--- src/rtl/bist_pkg.sv ---
// Shared types and default constants for the BIST engine.
package bist_pkg;

  // Engine sequencing states
  typedef enum logic [2:0] {
    IDLE    = 3'd0,
    SHIFT   = 3'd1,
    CAPTURE = 3'd2,
    UNLOAD  = 3'd3,
    DONE    = 3'd4
  } bist_state_e;

  // Default pattern generator taps (x^8 + x^6 + x^5 + x^4 + 1 style mask)
  localparam logic [7:0] DEF_LFSR_TAPS = 8'hB8;

  // Default signature register feedback mask
  localparam logic [7:0] DEF_MISR_POLY = 8'h1D;

endpackage : bist_pkg

--- src/rtl/bist_misr.sv ---
// Multiple-input signature register with clear and enable.
module bist_misr
  import bist_pkg::*;
#(
  parameter int unsigned   W    = 8,
  parameter logic [W-1:0]  POLY = W'(DEF_MISR_POLY)
) (
  input  logic         clk,
  input  logic         rst_n,
  input  logic         i_clr,
  input  logic         i_en,
  input  logic         i_bit,
  output logic [W-1:0] o_sig,
  output logic [W-1:0] o_sig_next_c
);

  logic [W-1:0] r_sig;
  logic [W-1:0] w_shift;

  assign w_shift = {r_sig[W-2:0], i_bit} ^ (r_sig[W-1] ? POLY : '0);

  // Next signature: clear wins over absorb, otherwise hold
  always_comb begin
    o_sig_next_c = r_sig;
    if (i_clr) begin
      o_sig_next_c = '0;
    end else if (i_en) begin
      o_sig_next_c = w_shift;
    end
  end

  // Signature register
  always_ff @(posedge clk or negedge rst_n) begin
    if (!rst_n) begin
      r_sig <= '0;
    end else begin
      r_sig <= o_sig_next_c;
    end
  end

  assign o_sig = r_sig;

endmodule : bist_misr

--- src/rtl/param_bist_engine.sv ---
// Scan-based BIST engine: LFSR patterns shift into a 2N-bit chain, an N x N
// multiplier captures into the chain, and the unloaded responses are
// compacted by a MISR and compared against a golden signature.
module param_bist_engine
  import bist_pkg::*;
#(
  parameter int unsigned         N         = 4,
  parameter int unsigned         LFSR_W    = 8,
  parameter logic [LFSR_W-1:0]   LFSR_TAPS = LFSR_W'(DEF_LFSR_TAPS),
  parameter logic [LFSR_W-1:0]   LFSR_SEED = LFSR_W'(8'h01),
  parameter logic [2*N-1:0]      MISR_POLY = (2*N)'(DEF_MISR_POLY),
  parameter int unsigned         PATTERNS  = 15,
  parameter logic [2*N-1:0]      GOLDEN    = '0
) (
  input  logic           clk,
  input  logic           rst_n,
  input  logic           start,
  output logic           busy,
  output logic           done,
  output logic           pass,
  output logic [2*N-1:0] signature,
  output logic           scan_in,
  output logic           scan_out
);

  localparam int unsigned CW     = 2 * N;
  localparam int unsigned SCNT_W = $clog2(CW) + 1;
  localparam int unsigned PCNT_W = $clog2(PATTERNS + 1) + 1;

  // An all-zero seed would lock the LFSR, so it is replaced by 1
  localparam logic [LFSR_W-1:0] SEED_EFF =
    (LFSR_SEED == '0) ? LFSR_W'(1) : LFSR_SEED;

  bist_state_e         r_state;
  bist_state_e         w_state_next;
  logic [LFSR_W-1:0]   r_lfsr;
  logic [LFSR_W-1:0]   w_lfsr_next;
  logic [LFSR_W-1:0]   w_lfsr_step;
  logic [CW-1:0]       r_chain;
  logic [CW-1:0]       w_chain_next;
  logic [CW-1:0]       w_prod;
  logic [SCNT_W-1:0]   r_scnt;
  logic [SCNT_W-1:0]   w_scnt_next;
  logic [PCNT_W-1:0]   r_pcnt;
  logic [PCNT_W-1:0]   w_pcnt_next;
  logic [PCNT_W-1:0]   w_pcnt_inc;
  logic                w_misr_clr;
  logic                w_misr_en;
  logic                w_last_shift;
  logic [CW-1:0]       w_sig;
  logic [CW-1:0]       w_sig_next;
  logic                r_busy;
  logic                r_done;
  logic                r_pass;

  assign w_lfsr_step  = {r_lfsr[LFSR_W-2:0], ^(r_lfsr & LFSR_TAPS)};
  assign w_prod       = CW'(r_chain[CW-1:N]) * CW'(r_chain[N-1:0]);
  assign w_pcnt_inc   = r_pcnt + PCNT_W'(1);
  assign w_last_shift = (r_scnt == SCNT_W'(CW - 1));

  // State register
  always_ff @(posedge clk or negedge rst_n) begin
    if (!rst_n) begin
      r_state <= IDLE;
    end else begin
      r_state <= w_state_next;
    end
  end

  // Next-state and datapath control
  always_comb begin
    w_state_next = r_state;
    w_lfsr_next  = r_lfsr;
    w_chain_next = r_chain;
    w_scnt_next  = r_scnt;
    w_pcnt_next  = r_pcnt;
    w_misr_clr   = 1'b0;
    w_misr_en    = 1'b0;
    case (r_state)
      IDLE, DONE: begin
        if (start) begin
          w_lfsr_next  = SEED_EFF;
          w_chain_next = '0;
          w_scnt_next  = '0;
          w_pcnt_next  = '0;
          w_misr_clr   = 1'b1;
          w_state_next = SHIFT;
        end
      end
      SHIFT: begin
        w_chain_next = {r_chain[CW-2:0], r_lfsr[LFSR_W-1]};
        w_lfsr_next  = w_lfsr_step;
        // The first pattern's shift-out carries only the cleared chain
        w_misr_en    = (r_pcnt != '0);
        if (w_last_shift) begin
          w_scnt_next  = '0;
          w_state_next = CAPTURE;
        end else begin
          w_scnt_next  = r_scnt + SCNT_W'(1);
        end
      end
      CAPTURE: begin
        w_chain_next = w_prod;
        w_pcnt_next  = w_pcnt_inc;
        w_state_next = (w_pcnt_inc == PCNT_W'(PATTERNS)) ? UNLOAD : SHIFT;
      end
      UNLOAD: begin
        w_chain_next = {r_chain[CW-2:0], 1'b0};
        w_misr_en    = 1'b1;
        if (w_last_shift) begin
          w_scnt_next  = '0;
          w_state_next = DONE;
        end else begin
          w_scnt_next  = r_scnt + SCNT_W'(1);
        end
      end
      default: begin
        w_state_next = IDLE;
      end
    endcase
  end

  // Datapath and registered status outputs
  always_ff @(posedge clk or negedge rst_n) begin
    if (!rst_n) begin
      r_lfsr  <= SEED_EFF;
      r_chain <= '0;
      r_scnt  <= '0;
      r_pcnt  <= '0;
      r_busy  <= 1'b0;
      r_done  <= 1'b0;
      r_pass  <= 1'b0;
    end else begin
      r_lfsr  <= w_lfsr_next;
      r_chain <= w_chain_next;
      r_scnt  <= w_scnt_next;
      r_pcnt  <= w_pcnt_next;
      r_busy  <= (w_state_next == SHIFT) || (w_state_next == CAPTURE) ||
                 (w_state_next == UNLOAD);
      r_done  <= (w_state_next == DONE);
      r_pass  <= (w_state_next == DONE) && (w_sig_next == GOLDEN);
    end
  end

  bist_misr #(
    .W    (CW),
    .POLY (MISR_POLY)
  ) u_misr (
    .clk          (clk),
    .rst_n        (rst_n),
    .i_clr        (w_misr_clr),
    .i_en         (w_misr_en),
    .i_bit        (r_chain[CW-1]),
    .o_sig        (w_sig),
    .o_sig_next_c (w_sig_next)
  );

  assign busy      = r_busy;
  assign done      = r_done;
  assign pass      = r_pass;
  assign signature = w_sig;
  assign scan_in   = r_lfsr[LFSR_W-1];
  assign scan_out  = r_chain[CW-1];

endmodule : param_bist_engine

--- config.mk ---
export PLATFORM = sky130hd
export DESIGN_NAME = param_bist_engine
export DESIGN_NICKNAME = d
export VERILOG_FILES = /design/src/rtl/bist_pkg.sv /design/src/rtl/bist_misr.sv /design/src/rtl/param_bist_engine.sv
export SDC_FILE = /design/constraint.sdc
export NUM_CORES = 1
export LEC_CHECK = 0
export CORE_AREA = 2 2 88 82
export CTS_CLUSTER_DIAMETER = 80
export DETAILED_ROUTE_END_ITERATION = 8
export DIE_AREA = 0 0 90 84
export DONT_BUFFER_PORTS = 1
export GPL_ROUTABILITY_DRIVEN = 0
export PLACE_DENSITY = 0.56
export SLEW_MARGIN = 0
export SYNTH_ARGS = -nofsm -noshare
export SYNTH_HDL_FRONTEND = slang
export SYNTH_SLANG_ARGS = --single-unit
--- constraint.sdc ---
create_clock -name clk -period 2.65 [get_ports clk]
set_clock_uncertainty 0.2 [all_clocks]
set_input_delay 0.265 -clock clk [delete_from_list [all_inputs] [get_ports clk]]
set_output_delay 0.265 -clock clk [all_outputs]
set_load 0.01 [all_outputs]
==> results.py, run 1 <==
metrics = {
    "yosys": {
        "ys_seq_elements": 39,
        "synth.area.top_cells": "dfrtp_1 (42%), ha_1 (8.9%), fa_1 (3.5%)",
        "syn_inst": 218,
        "synthFlopType": "dfrtp_1",
        "yosysWarnings": 0,
        "synth_edf_count": 0,
        "synth_fp_nets": 241,
        "synthArstFlopShare_pct": 100,
        "synth_commonest_cells": "dfrtp_1 (38), nor2_1 (17), ha_1 (16), nand2_1 (16), o21ai_0 (14)",
        "synth_most_common_cell": "dfrtp_1",
        "synth_cell_type_count": 45,
        "synth_seq_area_share_pct": 43.3,
        "synth_top_area_share_pct": 42.2,
        "synth.avg_cell_area_um2": 10.3,
        "syn_area_um2": 2260,
        "synth_top_cell_by_area": "dfrtp_1",
    },
    "critical_path": {
        "crit_fanout": 3,
        "critPathTopFamily": "adder cells",
        "r2r_start": "r_chain[3]",
        "slowest_stage": "fa_1",
        "r2r-end": "r_chain[3]",
        "rrSetupSlack_ps": -160,
        "critical_path_class": "reg2reg",
        "crit_chain": "nand2_2 -> fa_1 -> fa_1 -> inv_2 -> fa_2 -> a222oi_1 -> inv_1",
        "path_common_cell": "fa_1",
        "cp.arrival_ps": 2770,
        "critPathRequiredTime_ps": 2610,
        "start_kind": "register",
        "critPathBufInv": 2,
        "rr_worst_depth": 7,
        "max_stage_delay_ps": 550,
        "cp-end-kind": "register",
    },
    "die": {
        "initial_utilization_pct": 33.4,
        "die-area_um2": 7560,
        "pin_count": 16,
        "die_h_um": 84,
        "core-area_um2": 6750,
        "fp.dieW_um": 90,
        "row_count": 29,
    },
    "routing": {
        "drc": 0,
        "drt-initial-drc-count": 150,
        "num_vias": 1638,
        "viasPerCell": 4.96,
        "antenna_left": 0,
        "firstDrtPassIters": 4,
        "wl_um": 4730,
        "post_drt_wl_per_cell_um": 14.3,
    },
    "place": {
        "portBuffers": 0,
        "place_inst": 318,
        "hpwl_um": 3400,
        "placed_area_um2": 2460,
        "place_ws_ps": -174,
    },
    "run": {
        "drv_cap": 0,
    },
    "global_routing": {
        "grt_max_degree": 40,
        "grt_pass1_vias": 1692,
        "grt_pass1_wl_um": 8570,
        "antenna_found_initial": 0,
        "grt_overflow": 0,
        "grt_use_total_pct": 13.9,
    },
    "cts": {
        "tritoncts": "done",
        "clockBufferDepth": 2,
        "clkTransAtPathRegs_ps": 80,
        "htree_levels": 2,
        "numClockSinks": 39,
        "clkLatencyLatePin_ps": 280,
        "root_buffer": "clkbuf_8",
        "cts_buffers": 5,
    },
    "timing": {
        "max-slew-margin-rel_pct": 65.7,
        "hold_viol": 0,
        "fin_tns_setup_ps": -506,
        "fmax_mhz": 356,
        "worst_slack_ps": -156,
        "hold_ws_ps": 83.7,
        "rsz0062_at_grt": "yes",
        "finalCritPeriodShare_pct": 106,
        "worst_pin_slew_ps": 515,
        "setup_viol": 5,
        "min_period_ps": 2810,
        "drv_slew": 0,
    },
    "power_and_ir_drop": {
        "powerDensity_nw_per_um2": 1020,
        "total_power_mw": 2.68,
        "ir_worst_vdd_mv": 0.375,
        "p_leak_nw": 1.25,
    },
    "layout": {
        "fin_nets": 259,
        "fillCellCount": 702,
        "fin_cells": 330,
        "final_cell_area_um2": 2620,
        "regArea_um2": 977,
        "drive_above_1_share_pct": 16.5,
        "areaGrowthSynthToFinish_pct": 16.0,
        "diodes": 0,
        "multi_input_area_um2": 1240,
        "finalCoreUtilization_pct": 38.8,
    },
    "outcome": {
        "violations": "setup timing",
        "run_status": "finished, violations left",
    },
    "worst_hold_path": {
        "hold_start": "start",
        "hold_depth": 2,
        "worstHoldPathType": "in2reg",
        "min_to": "done",
    },
}
==> report_power, final <==
part	leakage (nW)	internal (mW)	switching [mW]
sequential	0.506	0.831	0.289
combinational	0.699	0.566	0.605
clock	0.0422	0.185	0.204
total	1.25	1.58	1.10
==> routing by layer <==
| metal | track usage (%) | wire length (µm) | part of all wire [%] |
|---|---|---|---|
| met5 | 0 | 0 | 0 |
| met4 | 2.52 | 40 | 0.85 |
| met3 | 2.71 | 154 | 3.3 |
| met2 | 21.5 | 2160 | 46 |
| met1 | 20.6 | 2370 | 50 |
==> cells in the final DEF, fill, tap and decap left out, drive strengths merged, types with 4 or more instances in the layout <==
cell,count
ha,16
a21oi,4
xor2,6
nand3,4
a222oi,4
and2,12
nor2,17
dfrtp,38
fa,4
clkbuf,7
a211oi,5
a22o,9
o21ai,14
inv,11
xnor2,6
mux2i,5
nand2,16
buf,18
nor3b,4
==> worst max path at each step <==
stage                     from         end  slack, ps  cells after the start
floorplan           r_chain[6]  r_chain[5]        -50                      9
global route        r_chain[3]  r_chain[3]       -220                      7
finish              r_chain[3]  r_chain[3]       -160                      7
detailed placement  r_chain[1]  r_chain[3]       -170                      7
global placement    r_chain[6]  r_chain[3]       -180                      7
CTS                 r_chain[3]  r_chain[5]       -140                      9
==> layout make-up <==
class                           count  share of cell area [%]
Multi-Input combinational cell    160                    47.5
Sequential cell                    39                    37.3
Timing Repair Buffer               19                    6.02
Tap cell                           93                    4.45
Clock buffer                        7                    2.92
Inverter                           11                    1.58
Clock inverter                      1                   0.191
==> worst register-to-register path, delay by kind of cell, from the launching register on <==
family                     cells  cell delay [ps]
AOI/OAI and AO/OA              1              400
adders and majority gates      3             1400
buffers and inverters          2              180
DFF                            1              410
and+or+nand+nor                1               80
==> timing repair <==
| action | CTS | global route |
|---|---|---|
| endpoints found under the setup margin | 5 | 5 |
| hold buffers | 2 | 0 |
| setup buffers | 1 | 1 |
| hold endpoints to repair | 39 | 0 |
| gates cloned | 0 | 0 |
| pin swaps | 8 | 1 |
| gates resized for setup | 4 | 3 |
==> state kept, by name (all words and copies together) (netlist names) <==
| name | cells |
|---|---|
| r_lfsr | 8 |
| pass | 1 |
| r_scnt | 4 |
| r_state | 3 |
| u_misr.o_sig | 8 |
| r_chain | 8 |
| done | 1 |
| busy | 1 |
| r_pcnt | 5 |
==> cells by family (layout without fill, tap and decap cells) <==
kind of cell	count (synthesis)	in the layout	share of synthesized area [%]
buf+inv	19	38	3.94
fa+ha+maj	20	20	12.4
compound gates	50	50	16.4
simple gates	73	73	17.1
xor+xnor	12	12	4.66
flops	39	39	43.3
mux	5	5	2.22
Power figures use the tool's default switching activity.
==> run 2: changes to the inputs <==
--- a/config.mk
+++ b/config.mk
@@ -11,7 +11,8 @@
 export DIE_AREA = 0 0 90 84
 export DONT_BUFFER_PORTS = 1
 export GPL_ROUTABILITY_DRIVEN = 0
-export PLACE_DENSITY = 0.56
+export MAX_ROUTING_LAYER = met4
+export PLACE_DENSITY = 0.54
 export SLEW_MARGIN = 0
 export SYNTH_ARGS = -nofsm -noshare
 export SYNTH_HDL_FRONTEND = slang
==> constraint.sdc (replaced) <==
create_clock -name clk -period 3.6 [get_ports clk]
set_clock_uncertainty 0.2 [all_clocks]
set_input_delay 0.36 -clock clk [delete_from_list [all_inputs] [get_ports clk]]
set_output_delay 0.36 -clock clk [all_outputs]
set_load 0.01 [all_outputs]
==> results.py, run 2 (synthesis results as in run 1) <==
metrics = {
    "global_routing": {
        "grt_pass1_vias": 1608,
        "grt_use_total_pct": 13.3,
        "grt_overflow": 0,
        "antenna_found_initial": 0,
        "grt_max_degree": 40,
        "grt_pass1_wl_um": 7870,
    },
    "timing": {
        "setup_viol": 0,
        "drv_slew": 0,
        "hold_ws_ps": 146,
        "fin_tns_setup_ps": 0,
        "rsz0062_at_grt": "no",
        "worst_pin_slew_ps": 866,
        "hold_viol": 0,
        "fmax_mhz": 328,
        "min_period_ps": 3050,
        "max-slew-margin-rel_pct": 42.2,
        "finalCritPeriodShare_pct": 84.8,
    },
    "die": {
        "pin_count": 16,
        "row_count": 29,
        "die_h_um": 84,
        "initial_utilization_pct": 33.4,
        "fp.dieW_um": 90,
        "die-area_um2": 7560,
        "core-area_um2": 6750,
    },
    "layout": {
        "final_cell_area_um2": 2490,
        "diodes": 0,
        "drive_above_1_share_pct": 7.17,
        "fin_cells": 316,
        "fillCellCount": 699,
        "areaGrowthSynthToFinish_pct": 10.6,
        "fin_nets": 245,
        "final_cell_mix": "dfrtp_1 (38), nor2_1 (17), nand2_1 (16), ha_1 (16), o21ai_0 (14)",
        "final_common_cell": "dfrtp_1",
    },
    "cts": {
        "cts_setup_buffers": 0,
        "numClockSinks": 39,
        "clkTransAtPathRegs_ps": 80,
        "tritoncts": "done",
        "root_buffer": "clkbuf_8",
        "clockBufferDepth": 2,
        "cts_buffers": 5,
        "htree_levels": 2,
        "clkLatencyLatePin_ps": 290,
    },
    "critical_path": {
        "path_common_cell": "fa_1",
        "critical_path_class": "reg2reg",
        "max_stage_delay_ps": 540,
        "crit_fanout": 6,
        "slowest_stage": "fa_1",
        "crit_chain": "nand2_1 -> fa_1 -> fa_1 -> inv_1 -> ha_1 -> a21o_1 -> a211oi_1 -> nor3_1 -> a221o_1",
        "critPathRequiredTime_ps": 3580,
        "cp-end-kind": "register",
        "cp.arrival_ps": 3040,
        "start_kind": "register",
    },
    "power_and_ir_drop": {
        "ir_worst_vdd_mv": 0.257,
        "p_leak_nw": 1.20,
        "powerDensity_nw_per_um2": 790,
    },
    "routing": {
        "wl_um": 4580,
        "antenna_left": 0,
        "firstDrtPassIters": 5,
        "drt-initial-drc-count": 134,
        "post_drt_wl_per_cell_um": 14.5,
        "num_vias": 1618,
        "viasPerCell": 5.12,
        "drc": 0,
    },
    "place": {
        "portBuffers": 0,
        "placed_area_um2": 2350,
        "hpwl_um": 3080,
        "place_inst": 306,
    },
    "run": {
        "drv_cap": 0,
    },
    "worst_hold_path": {
        "worstHoldPathType": "in2reg",
    },
    "outcome": {
        "run_status": "complete, no violations",
    },
}
run 2: final cells by class:
class / count / area (µm²) / share of cell area [%]
clock buffers: 6 / 82.6 / 3.31
clock inverters: 2 / 35.0 / 1.40
inverters: 11 / 41.3 / 1.65
multi-input cells: 160 / 1190 / 47.7
flip-flops and latches: 39 / 977 / 39.2
well taps: 93 / 116 / 4.66
repair buffers: 5 / 52.6 / 2.11
run 2: routing by layer:
| layer | share of wire, % | track usage (%) | vias to the layer above |
|---|---|---|---|
| met5 | 0 | - | - |
| met4 | 1.7 | 6.01 | 0 |
| met3 | 3.4 | 2.80 | 10 |
| met2 | 44 | 19.3 | 31 |
| met1 | 51 | 17.7 | 789 |
| li1 | - | - | 788 |
run 2: worst paths after layout:
path | from | to | depth (start not counted) | slack (ps)
worst max-delay path | r_chain[5] | r_chain[5] | 9 | 550
worst min-delay path | start | done | 2 | 150
worst max register to register | r_chain[5] | r_chain[5] | 9 | 550
worst min register to register | r_scnt[3] | r_scnt[3] | 1 | 280
max in group asynchronous | rst_n | r_lfsr[0] | 2 | 2600
min in group asynchronous | rst_n | r_pcnt[4] | 2 | 330
run 2: through the flow:
stage / utilization, % / power, mW / setup WS (ps)
3_3_place_gp: 34.8 / 1.58 / 603
2_1_floorplan: - / 1.42 / 723
3_5_place_dp: 34.8 / 1.58 / 589
5_1_grt: 37.0 / 2.15 / 427
4_1_cts: 37.0 / 1.99 / 567
6_report: 37.0 / 1.97 / 547
run 2: what timing repair did:
action / in CTS / in global routing
hold endpoints to repair: 39 / 0
hold buffers: 2 / 0
gates resized for setup: 0 / 0
run 2: worst max-delay path: cells and delay by family (launching register included):
family | cells | cell delay, ps
adder cells (fa/ha/maj) | 3 | 1340
AO/OA/AOI/OAI | 3 | 670
flip-flops | 1 | 460
AND/OR/NAND/NOR | 2 | 200
buffers and inverters | 1 | 70
run 2: power by group:
part / internal (mW) / switching [mW] / total (mW) / leakage (nW)
Clock: 0.224 / 0.160 / 0.385 / 0.0612
Combinational: 0.339 / 0.399 / 0.738 / 0.637
Sequential: 0.611 / 0.237 / 0.848 / 0.506
Total: 1.17 / 0.796 / 1.97 / 1.20
==> run 3: changes to the inputs <==
==> constraint.sdc (replaced) <==
create_clock -name clk -period 3.19 [get_ports clk]
set_clock_uncertainty 0.2 [all_clocks]
set_input_delay 0.319 -clock clk [delete_from_list [all_inputs] [get_ports clk]]
set_output_delay 0.319 -clock clk [all_outputs]
set_load 0.01 [all_outputs]
==> results.py, run 3 (synthesis results as in run 1) <==
metrics = {
    "global_routing": {
        "grt_max_degree": 40,
        "grt_overflow": 0,
        "grt_use_total_pct": 13.6,
        "grt_pass1_vias": 1643,
        "met3_usage_pct": 3.07,
        "use_met1_pct": 18.0,
        "grt_pass1_wl_um": 8100,
        "grt_most_used_layer": "met2",
        "use_met2_pct": 21.2,
        "antenna_found_initial": 0,
    },
    "routing": {
        "antenna_left": 0,
        "num_vias": 1647,
        "viasPerCell": 5.13,
        "firstDrtPassIters": 4,
        "drt-initial-drc-count": 88,
        "wl_um": 4740,
        "post_drt_wl_per_cell_um": 14.8,
        "drc": 0,
    },
    "layout": {
        "final_cell_mix": "dfrtp_1 (38), nor2_1 (17), nand2_1 (16), ha_1 (16), o21ai_0 (14)",
        "fillCellCount": 696,
        "drive_above_1_share_pct": 9.21,
        "final_common_cell": "dfrtp_1",
        "fin_nets": 250,
        "areaGrowthSynthToFinish_pct": 12.0,
        "finalCoreUtilization_pct": 37.4,
        "multi_input_area_um2": 1190,
        "regArea_um2": 977,
        "diodes": 0,
    },
    "timing": {
        "setup_viol": 0,
        "drv_slew": 0,
        "worst_pin_slew_ps": 742,
        "min_period_ps": 3020,
        "max-slew-margin-rel_pct": 50.5,
        "worst_slack_ps": 168,
        "fin_tns_setup_ps": 0,
        "fmax_mhz": 331,
        "rsz0062_at_grt": "no",
        "hold_viol": 0,
        "finalCritPeriodShare_pct": 94.7,
    },
    "critical_path": {
        "cp.arrival_ps": 2990,
        "cp-end-kind": "register",
        "critPathTopFamily": "adder cells",
        "crit_chain": "nand2_1 -> fa_1 -> fa_1 -> inv_1 -> fa_1 -> a21o_1 -> a21oi_1 -> xor2_1 -> o21ai_0",
        "rrSetupSlack_ps": 170,
        "path_common_cell": "fa_1",
        "critPathRequiredTime_ps": 3150,
        "start_kind": "register",
        "max_stage_delay_ps": 540,
        "slowest_stage": "fa_1",
        "critical_path_class": "reg2reg",
        "critPathBufInv": 1,
        "crit_fanout": 6,
    },
    "cts": {
        "root_buffer": "clkbuf_8",
        "cts_resized": 0,
        "clkTransAtPathRegs_ps": 80,
        "cts_buffers": 5,
        "htree_levels": 2,
        "clockBufferDepth": 2,
        "tritoncts": "done",
        "numClockSinks": 39,
        "clkLatencyLatePin_ps": 290,
    },
    "power_and_ir_drop": {
        "ir_worst_vdd_mv": 0.231,
        "p_leak_nw": 1.23,
        "powerDensity_nw_per_um2": 890,
    },
    "die": {
        "fp.dieW_um": 90,
        "pin_count": 16,
        "initial_utilization_pct": 33.4,
        "die-area_um2": 7560,
        "core-area_um2": 6750,
        "die_h_um": 84,
        "row_count": 29,
    },
    "outcome": {
        "run_status": "complete, no violations",
    },
    "place": {
        "portBuffers": 0,
        "place_ws_ps": 153,
        "hpwl_um": 3220,
    },
    "run": {
        "drv_cap": 0,
    },
    "worst_hold_path": {
        "worstHoldPathType": "in2reg",
    },
}
## run 3: cell types whose count changed in the layout (fill, tap and decap cells not counted)
| cell | delta |
|---|---|
| clkbuf_8 | -1 |
| clkinv_4 | +1 |
| buf_4 | +5 |
## run 3: report_power, final
| part | leakage (nW) | internal [mW] | switching [mW] | total (mW) |
|---|---|---|---|---|
| logic | 0.663 | 0.413 | 0.482 | 0.895 |
| clock network | 0.0581 | 0.233 | 0.187 | 0.421 |
| registers | 0.506 | 0.690 | 0.245 | 0.935 |
## run 3: timing repair
action                                  CTS  global route
setup buffers                             0             0
endpoints found under the setup margin    0             0
endpoints found under the hold margin    39             0
hold buffers                              2             0
## run 3: cell type report
cell class	instances	share of cell area [%]
clock buffer	5	2.72
clock inverter	3	1.73
inverter	11	1.63
multi-input combinational	160	47.1
sequential	39	38.7
tap	93	4.60
timing repair buffer	10	3.56
## run 3: path summary, 6_finish.rpt
check,startpoint,end,depth (start not counted)
max,r_chain[3],r_chain[6],9
min,start,done,2
max reg2reg,r_chain[3],r_chain[6],9
min reg2reg,r_scnt[3],r_scnt[3],1
max in group asynchronous,rst_n,r_lfsr[0],2
min in group asynchronous,rst_n,r_state[2],2
## run 3: worst reg2reg max path, cell delays in order, from the launching register on
cell and delay (ps):
dfrtp_1 420, nand2_1 110, fa_1 510, fa_1 540, inv_1 70, fa_1 470
a21o_1 200, a21oi_1 160, xor2_1 140, o21ai_0 90
## run 3: routing by layer
metal  vias to the layer above  share of wire (%)  routed length, µm
met1                       824                 51               2410
met4                         0               0.55                 26
li1                        798                  -                  -
met2                        23                 46               2180
met5                         -                  0                  0
met3                         2                2.5                120
## run 3: stage by stage
stage	instance area, µm²	std cells	hold WS, ps	power [mW]
CTS	2530	321	98.2	2.28
detailed placement	2380	311	-176	1.83
global route	2530	321	95.5	2.45
finish	2530	321	112	2.25
floorplan	2260	218	-177	1.60
global placement	2380	311	-176	1.82
